File: src/rtl/gsr_reset_sequencer_pkg.sv
// gsr_seq_pkg: state encodings, width helper and parameter legality for the GSR sequencer
package gsr_seq_pkg;
  localparam logic [1:0] HOLD    = 2'b00;
  localparam logic [1:0] STRETCH = 2'b01;
  localparam logic [1:0] RUN     = 2'b10;
  function automatic int clog2(input int v);
    int r;
    for (r = 0; (1 << r) < v; r++) begin
    end
    return r;
  endfunction
  function automatic bit params_ok(input int s, input int d, input int sc);
    return s >= 2 && d >= 1 && sc >= 1;
  endfunction
endpackage

File: src/rtl/gsr_reset_sequencer_if.sv
// gsr_reset_sequencer_if: reset-cause inputs and GSR drive outputs of the sequencer
interface gsr_reset_sequencer_if;
  logic       ext_rstn;
  logic       pll_lock;
  logic       sw_rst;
  logic       gsrn;
  logic       rst_done;
  logic [1:0] state;
  modport master(output ext_rstn, pll_lock, sw_rst, input gsrn, rst_done, state);
  modport slave(input ext_rstn, pll_lock, sw_rst, output gsrn, rst_done, state);
endinterface

File: src/rtl/gsr_reset_sequencer_filter.sv
// reset_sync_filter: multi-flop synchroniser with optional debouncer (DEBOUNCE_CYCLES=0 bypasses it)
module reset_sync_filter
  import gsr_seq_pkg::*;
#(
  parameter int SYNC_STAGES     = 2,
  parameter int DEBOUNCE_CYCLES = 0
) (
  input  logic clk,
  input  logic rst,
  input  logic i_d,
  output logic o_q
);
  logic [SYNC_STAGES-1:0] r_sync;
  always_ff @(posedge clk)
    if (rst) r_sync <= '0;
    else r_sync <= {r_sync[SYNC_STAGES-2:0], i_d};
  if (DEBOUNCE_CYCLES == 0) begin : g_raw
    assign o_q = r_sync[SYNC_STAGES-1];
  end else begin : g_deb
    localparam int CW = clog2(DEBOUNCE_CYCLES) + 1;
    logic [CW-1:0] r_cnt;
    logic          r_level;
    logic          w_diff;
    logic          w_flip;
    assign w_diff = r_sync[SYNC_STAGES-1] != r_level;
    assign w_flip = w_diff && r_cnt == CW'(DEBOUNCE_CYCLES - 1);
    // level resets low, i.e. an active-low input reads as asserted until proven stable high
    always_ff @(posedge clk)
      if (rst) begin
        r_level <= 1'b0;
        r_cnt   <= '0;
      end else begin
        r_level <= w_flip ? ~r_level : r_level;
        r_cnt   <= (w_diff && !w_flip) ? r_cnt + CW'(1) : '0;
      end
    assign o_q = r_level;
  end
endmodule

File: src/rtl/gsr_reset_sequencer.sv
// gsr_reset_sequencer: sequences GSRN release through HOLD/STRETCH/RUN with a minimum low time
module gsr_reset_sequencer
  import gsr_seq_pkg::*;
#(
  parameter int SYNC_STAGES     = 2,
  parameter int DEBOUNCE_CYCLES = 16,
  parameter int STRETCH_CYCLES  = 32
) (
  input logic                 clk,
  input logic                 rst,
  gsr_reset_sequencer_if.slave bus
);
  localparam int CW = clog2(STRETCH_CYCLES) + 1;
  if (!params_ok(SYNC_STAGES, DEBOUNCE_CYCLES, STRETCH_CYCLES)) begin : g_bad
    $error("gsr_reset_sequencer: illegal parameter set");
  end
  logic          w_ext;
  logic          w_pll;
  logic          w_fault;
  logic          w_done;
  logic [1:0]    w_next;
  logic [CW-1:0] w_cnt;
  logic [1:0]    r_state;
  logic [CW-1:0] r_cnt;
  logic          r_gsrn;
  logic          r_rst_done;
  reset_sync_filter #(.SYNC_STAGES(SYNC_STAGES), .DEBOUNCE_CYCLES(DEBOUNCE_CYCLES)) u_ext (
    .clk(clk), .rst(rst), .i_d(bus.ext_rstn), .o_q(w_ext)
  );
  reset_sync_filter #(.SYNC_STAGES(SYNC_STAGES), .DEBOUNCE_CYCLES(0)) u_pll (
    .clk(clk), .rst(rst), .i_d(bus.pll_lock), .o_q(w_pll)
  );
  // fault outranks SW_RST, which outranks stretch expiry
  always_comb begin
    w_fault = !w_ext || !w_pll;
    w_done  = r_cnt == CW'(STRETCH_CYCLES - 1);
    w_next  = w_fault ? HOLD :
              (r_state == HOLD) ? STRETCH :
              (r_state == RUN) ? (bus.sw_rst ? STRETCH : RUN) :
              (r_state == STRETCH) ? ((bus.sw_rst || !w_done) ? STRETCH : RUN) : HOLD;
    w_cnt   = (w_next == STRETCH && r_state == STRETCH && !bus.sw_rst) ? r_cnt + CW'(1) : '0;
  end
  always_ff @(posedge clk)
    if (rst) begin
      r_state    <= HOLD;
      r_cnt      <= '0;
      r_gsrn     <= 1'b0;
      r_rst_done <= 1'b0;
    end else begin
      r_state    <= w_next;
      r_cnt      <= w_cnt;
      r_gsrn     <= w_next == RUN;
      r_rst_done <= w_next == RUN;
    end
  assign bus.gsrn     = r_gsrn;
  assign bus.rst_done = r_rst_done;
  assign bus.state    = r_state;
endmodule
File: src/flat_wrapper.sv
// flat-port wrapper written by rule: the top's interface ports become plain ports
module gsr_reset_sequencer_flat import gsr_seq_pkg::*;
#(
  parameter int SYNC_STAGES     = 2,
  parameter int DEBOUNCE_CYCLES = 16,
  parameter int STRETCH_CYCLES  = 32
)
  (clk, rst, bus_ext_rstn, bus_pll_lock, bus_sw_rst, bus_gsrn, bus_rst_done, bus_state);
  gsr_reset_sequencer_if bus_i ();
  input logic clk;
  input logic rst;
  input wire logic [$bits(bus_i.ext_rstn)-1:0] bus_ext_rstn;
  input wire logic [$bits(bus_i.pll_lock)-1:0] bus_pll_lock;
  input wire logic [$bits(bus_i.sw_rst)-1:0] bus_sw_rst;
  output wire logic [$bits(bus_i.gsrn)-1:0] bus_gsrn;
  output wire logic [$bits(bus_i.rst_done)-1:0] bus_rst_done;
  output wire logic [$bits(bus_i.state)-1:0] bus_state;
  assign bus_i.ext_rstn = bus_ext_rstn;
  assign bus_i.pll_lock = bus_pll_lock;
  assign bus_i.sw_rst = bus_sw_rst;
  assign bus_gsrn = bus_i.gsrn;
  assign bus_rst_done = bus_i.rst_done;
  assign bus_state = bus_i.state;
  gsr_reset_sequencer #(.SYNC_STAGES(SYNC_STAGES), .DEBOUNCE_CYCLES(DEBOUNCE_CYCLES), .STRETCH_CYCLES(STRETCH_CYCLES)) u_core (.clk(clk), .rst(rst), .bus(bus_i));
endmodule
File: config.mk
export PLATFORM = sky130hd
export DESIGN_NAME = gsr_reset_sequencer_flat
export DESIGN_NICKNAME = d
export VERILOG_FILES = /design/src/rtl/gsr_reset_sequencer_pkg.sv /design/src/rtl/gsr_reset_sequencer_if.sv /design/src/rtl/gsr_reset_sequencer_filter.sv /design/src/rtl/gsr_reset_sequencer.sv /design/src/flat_wrapper.sv
export SDC_FILE = /design/constraint.sdc
export NUM_CORES = 1
export LEC_CHECK = 0
export ABC_CLOCK_PERIOD_IN_PS = 1900
export CORE_UTILIZATION = 50
export DETAILED_ROUTE_END_ITERATION = 6
export HOLD_SLACK_MARGIN = 0.03
export PLACE_DENSITY = 0.77
export SLEW_MARGIN = 40
export SYNTH_ARGS = -nofsm -noshare
export SYNTH_HDL_FRONTEND = slang
export SYNTH_HIERARCHICAL = 1
export SYNTH_SLANG_ARGS = --single-unit
File: constraint.sdc
create_clock -name clk -period 1.9 [get_ports clk]
set_input_delay 0.19 -clock clk [delete_from_list [all_inputs] [get_ports clk]]
set_output_delay 0.19 -clock clk [all_outputs]
set_load 0.05 [all_outputs]
After elaboration in Yosys (flattened, before gate mapping). Cells that the tools add are included.

Flip-flop bits (word level): 19. Output and inout port bits: 4. Word-level logic and storage cells: 39.

$add $sub $neg: 2. Equal/unequal tests: 7. Mux-type cells: 6. Bitwise operators: 3. Reduce and logical (&&, ||, !) cells: 14.

Operators by type and width (number): $mux 2 (6); $add 6x1->6 const B (1); $eq 6x5->1 const B (1); $add 5x1->5 const B (1); $eq 5x4->1 const B (1); $logic_not 1->1 (5); $eq 2x1->1 const B (2); $eq 2x2->1 const B (2); $logic_and 1x1->1 (4); $reduce_or 2->1 (2); $not 1->1 (3); $logic_not 2->1 (1); $logic_or 1x1->1 (2); $ne 1x1->1 (1).

Depth between registers and ports, before layout.
Word-level depth: 13. Depth in mapped cells: 5. Depth with buffers taken out: 5.

Cells and area by module. The synthesis kept the hierarchy.

By module, submodules not included: gsr_reset_sequencer (instances 1, cells an instance 37, area each 372.9 um^2, seq. area each 180.2 um^2); reset_sync_filter (u_core.u_ext) (instances 1, cells an instance 27, area each 286.5 um^2, seq. area each 160.2 um^2); reset_sync_filter (u_core.u_pll) (instances 1, cells an instance 4, area each 52.6 um^2, seq. area each 40.0 um^2).

Least setup slack after synthesis. OpenSTA, ideal clock, no wires.

Path kind: reg-to-reg. From: reg u_core.r_state[0] (netlist: u_core/bus.state[0]). To: reg u_core.r_cnt[1]. Setup time: 0.080 ns. Arrival: 1.359 ns. Required time: 1.820 ns. Setup slack: 0.461 ns. Stages on the path, launching flop included: 5. Clock period less this slack: 1.439 ns. Path through: dfxtp_1 nand2b_1 or3_1 buf_2 nor3b_1.

Longest elaborated chain between the ends: 10. Elaborated cells between the ends (all ways): 12. Those cells by class: eq/ne: 3; mux: 4; bitwise: 1; reduce/logical: 4.

RTL lines: from (decl) (line gsr_reset_sequencer.sv:23) `logic [1:0] r_state;`; from (signal assigned) (line gsr_reset_sequencer.sv:50) `r_state <= w_next;`; $eq 2x1->1 (line gsr_reset_sequencer.sv:40, gsr_reset_sequencer.sv:41); $mux 2 (line gsr_reset_sequencer.sv:40) `(r_state == STRETCH) ? ((bus.sw_rst || !w_done) ? STRETCH : RUN) : HOLD;`; $mux 2 (line gsr_reset_sequencer.sv:39) `(r_state == RUN) ? (bus.sw_rst ? STRETCH : RUN) :`; $mux 2 (line gsr_reset_sequencer.sv:38) `(r_state == HOLD) ? STRETCH :`; $mux 2 (line gsr_reset_sequencer.sv:37) `w_next = w_fault ? HOLD :`; $eq 2x1->1 (line gsr_reset_sequencer.sv:41) `w_cnt = (w_next == STRETCH && r_state == STRETCH && !bus.sw_rst) ? r_cnt + CW'(1) : '0;`; $logic_and 1x1->1 (*) (2 in series) (line gsr_reset_sequencer.sv:41); $not 1->1 (no line) (*); $reduce_or 2->1 (no line) (*); to (signal assigned) (line gsr_reset_sequencer.sv:51) `r_cnt <= w_cnt;`; to (decl) (line gsr_reset_sequencer.sv:24) `logic [CW-1:0] r_cnt;`.

Mark *: on every way between the ends. The rest lies on a longest branch, timed or not. A chain may end at the register's enable or synchronous reset.

Worst setup path in the final report.
From: reg u_core.r_state[0] (netlist: u_core/bus.state[0]). To: out bus_state[0].

RTL lines: to (decl) (line flat_wrapper.sv:17) `output wire logic [$bits(bus_i.state)-1:0] bus_state;`.

No word-level cell between the ends.

==> impl.org <==
** Synth
- Of the total synthesized cell area, the portion taken by XOR and XNOR cells is 0.0738.
- Average cell area after synthesis :: 10.5 um2
- Of the post-synthesis cell area, the part taken by muxes is 0.0141.
- Post-synth EDFFs :: 0
- In this run, synthesis produced a sequential element count of 19.
- Most used flip-flop cell after synthesis :: sky130_fd_sc_hd__dfxtp_1
- Number of instances in the synthesized netlist :: 68
- Share of the synthesized area in the top cell type :: 0.534
- Yosys warning count :: 6
- Sequential element share of the synthesized area :: 0.534
- Largest family of logic cells by synthesized area :: simple AND/OR/NAND/NOR gates
- The synthesized netlist occupies a cell area of 712 um2.
- Compound-gate portion of the synthesized area :: 0.0439
- sky130_fd_sc_hd__dfxtp_1 is the most common cell in the netlist.
- By area the synthesized netlist is led by sky130_fd_sc_hd__dfxtp_1, sky130_fd_sc_hd__nor2_1, sky130_fd_sc_hd__ha_1.
- After synthesis, the share of flip-flops with an asynchronous set or reset is 0.
- Total nets after synthesis :: 76
- Of the total synthesized cell area, the portion taken by full adders, half adders and majority gates is 0.0527.
- Counting instances in the post-synthesis netlist gives the leading cell types as sky130_fd_sc_hd__dfxtp_1, sky130_fd_sc_hd__nor2_1, sky130_fd_sc_hd__nor2b_1.
- sky130_fd_sc_hd__dfxtp_1 takes more of the synthesized area than any other cell.
- Counting distinct cell types in the post-synthesis netlist gives 24.
- Of the total synthesized cell area, the portion taken by AND, OR, NAND and NOR gates is 0.253.

** Power
- In this run the power density over the cells is 744 nW/um2.
- PnR Total Power :: 0.000619 W
- In this run the static leakage power is 0.321 nW.
- Maximum ir drop on the vdd rail :: 0.466 mV

** Floorplanning
- Area of the die :: 1580 um2
- Number of placed I/O pins :: 9
- The core region is 1320 um2.
- After floorplanning, the core was divided into 13 placement rows.
- Measured along the x axis, the die boundary spans 39.7 um.
- Measured along the y axis, the die boundary spans 39.7 um.
- Initial core utilization :: 0.540

** Setup path
- Among all stages on the critical path, the largest delay is contributed by sky130_fd_sc_hd__clkdlybuf4s50_1.
- The critical path is of the reg2out type.
- Signal arrival time at the worst endpoint :: 1.50 ns
- Counting both buffers and inverters, the worst setup path holds a total of 1.
- The worst setup path is launched from a flop.
- The largest single stage delay on the critical path is 0.82 ns.
- CP endpoint kind :: output port
- Kind of cell adding the most delay to the critical path :: buffers and inverters
- In this run the worst path has a maximum fanout of 5.
- At the worst endpoint, the required time is 1.71 ns.
- Critical path cell sequence :: clkdlybuf4s50_1

** Timing
- For the pin with the worst max-slew slack, the measured transition is 0.491 ns.
- Headroom to the max-slew limit came out at 0.672.
- Number of setup violations in the final report :: 0
- Period utilization :: 0.892
- Setup repair after global routing left no endpoint under its margin.
- The number of hold-slack violations in the final timing report came to 0.
- The number of max-slew violations in the final report is 0.
- For the final routed database, the setup TNS stands at 0 ns.
- Tightest hold margin :: 0.446 ns
- Subtracting the final worst setup slack from the clock period gives 1.69 ns.
- On the final layout, the worst clock skew is 0.00153 ns.
- Maximum achievable frequency :: 590 MHz

** Placement
- Final RePlAce weighted congestion :: 0.655
- Buffers placed on the I/O ports in this run total 8.
- DP HPWL :: 797 um

** Cells and area
- Layout Nets :: 88
- Layout area overhead :: 16.9%
- The repair_antennas step left the layout with diodes totalling 0.
- Once layout is complete, the utilization of the core stands at 0.632.
- In the final layout, the share of cells above drive strength 1 is 0.0759.

** Global routing
- Number of antenna violations at the first check in global routing :: 0
- Global-route wire length before repair :: 1.66 mm
- Vias in the first global route :: 405
- The total overflow left after global routing is 0.
- Met1 Resource Use GR :: 0.210
- Met3 Track Usage GR :: 0.102
- For met2 alone, demand over resource in global routing was 0.230.
- Total track usage :: 0.166
- The layer flagged by global routing as most heavily used is met2.
- Largest net degree at the start of global routing :: 11

** Clock tree
- Clock tree synthesis inserted a total of 3 buffers.
- # Post-CTS Setup Buffers :: 0
- Clock buffer depth :: 2
- After clock tree synthesis, the clock-pin slew on the worst setup and hold paths is 0.10 ns.
- Clock latency on the worst-skew pair, taken at its later pin, is 0.29 ns.
- The clock drives 19 sinks.
- CTS placed an instance of sky130_fd_sc_hd__clkbuf_4 at the clock tree root.
- TritonCTS built the clock tree.
- After clock tree synthesis, the repair step resized 0 gates.
- H-Tree Depth :: 1
- Hold repair after CTS inserted 0 buffers.

** Detailed routing
- The final layout contains routed wiring with a total length of 1.03 mm.
- The detail route stage leaves a number of antenna-violating nets equal to 0.
- The first routing iteration left 10 violations.
- Drt drc :: 0
- First-pass DRT Iterations :: 4
- After detailed routing, the average wire length per cell comes to 11.0 um.
- In the routed layout, each cell is associated on average with a via count of 5.22.
- The routed layout has 491 vias.

** Worst hold path
- The path class of the tightest hold or removal check is reg2reg.

** Outcome
- Result of the run :: finished clean

** Run
- Count of maximum capacitance violations :: 0
per-stage QoR:
stage | worst slack [ns] | instances | instance area (um2)
final | 0.206 | 94 | 832
after global placement | 0.302 | 90 | 806
after global routing | 0.142 | 94 | 832
after detailed placement | 0.294 | 90 | 806
after CTS | 0.183 | 94 | 832
after floorplan | 0.461 | 68 | 712
sequential cells by signal (all words and copies together), names as in the netlist:
| signal | cells |
|---|---|
| u_core/bus.rst_done | 1 |
| u_core/u_ext/o_q | 1 |
| u_core/r_cnt | 6 |
| u_core/bus.state | 2 |
| u_core/u_ext/r_sync | 2 |
| u_core/u_pll/r_sync | 2 |
| u_core/u_ext/g_deb.r_cnt | 5 |
metal layers:
layer	wire, um	part of all wire	vias up
li1	-	-	250
met1	497	0.48	220
met5	0	0	-
met3	80	0.078	2
met2	447	0.43	19
met4	5	0.0049	0
cells by family (layout without fill, tap and decap cells):
group | Yosys count | count (layout)
and+or+nand+nor | 31 | 31
DFF | 19 | 19
xor gates and xnor gates | 6 | 6
AOI/OAI and AO/OA | 4 | 4
buffers and inverters | 4 | 15
adders and majority gates | 3 | 3
muxes | 1 | 1
cell type report:
type,count,area [um2]
flip-flops and latches,19,380
inverters,2,7.51
clock buffers,4,26.3
fillers,115,485
well taps,15,18.8
multi-input cells,45,312
repair buffers,9,87.6
worst paths after layout:
kind,startpoint,end,slack (ns),cells past startpoint
worst max register to register,u_core/u_ext/g_deb.r_cnt[0]$_SDFF_PP0_,u_core/u_ext/g_deb.r_cnt[2]$_SDFF_PP0_,0.37,5
worst min-delay path,u_core/u_ext/r_sync[0]$_SDFF_PP0_,u_core/u_ext/r_sync[1]$_SDFF_PP0_,0.45,1
worst max-delay path,u_core/bus.state[0]$_SDFF_PP0_,bus_state[0],0.21,1
worst min register to register,u_core/u_ext/r_sync[0]$_SDFF_PP0_,u_core/u_ext/r_sync[1]$_SDFF_PP0_,0.45,1
cell usage in the layout, fill, tap and decap left out, drive strengths merged:
cell type	count
nor3	2
a221oi	1
nand3	3
clkdlybuf4s50	8
clkbuf	4
nand3b	1
inv	2
or3b	1
o32a	1
nor3b	1
nand2b	3
buf	1
mux2i	1
xor2	3
o21ai	1
ha	3
dfxtp	19
nand2	1
xnor2	3
and3	1
or3	3
nor2	11
nor2b	4
a211oi	1
power breakdown:
part / leakage, nW / internal [W] / switching, W
registers: 0.154 / 0.000403 / 0.00000199
clock network: 0.0150 / 0.0000816 / 0.000113
logic: 0.152 / 0.0000136 / 0.00000605
total: 0.321 / 0.000498 / 0.000121
Note: power is estimated with default switching activity, not from simulation.
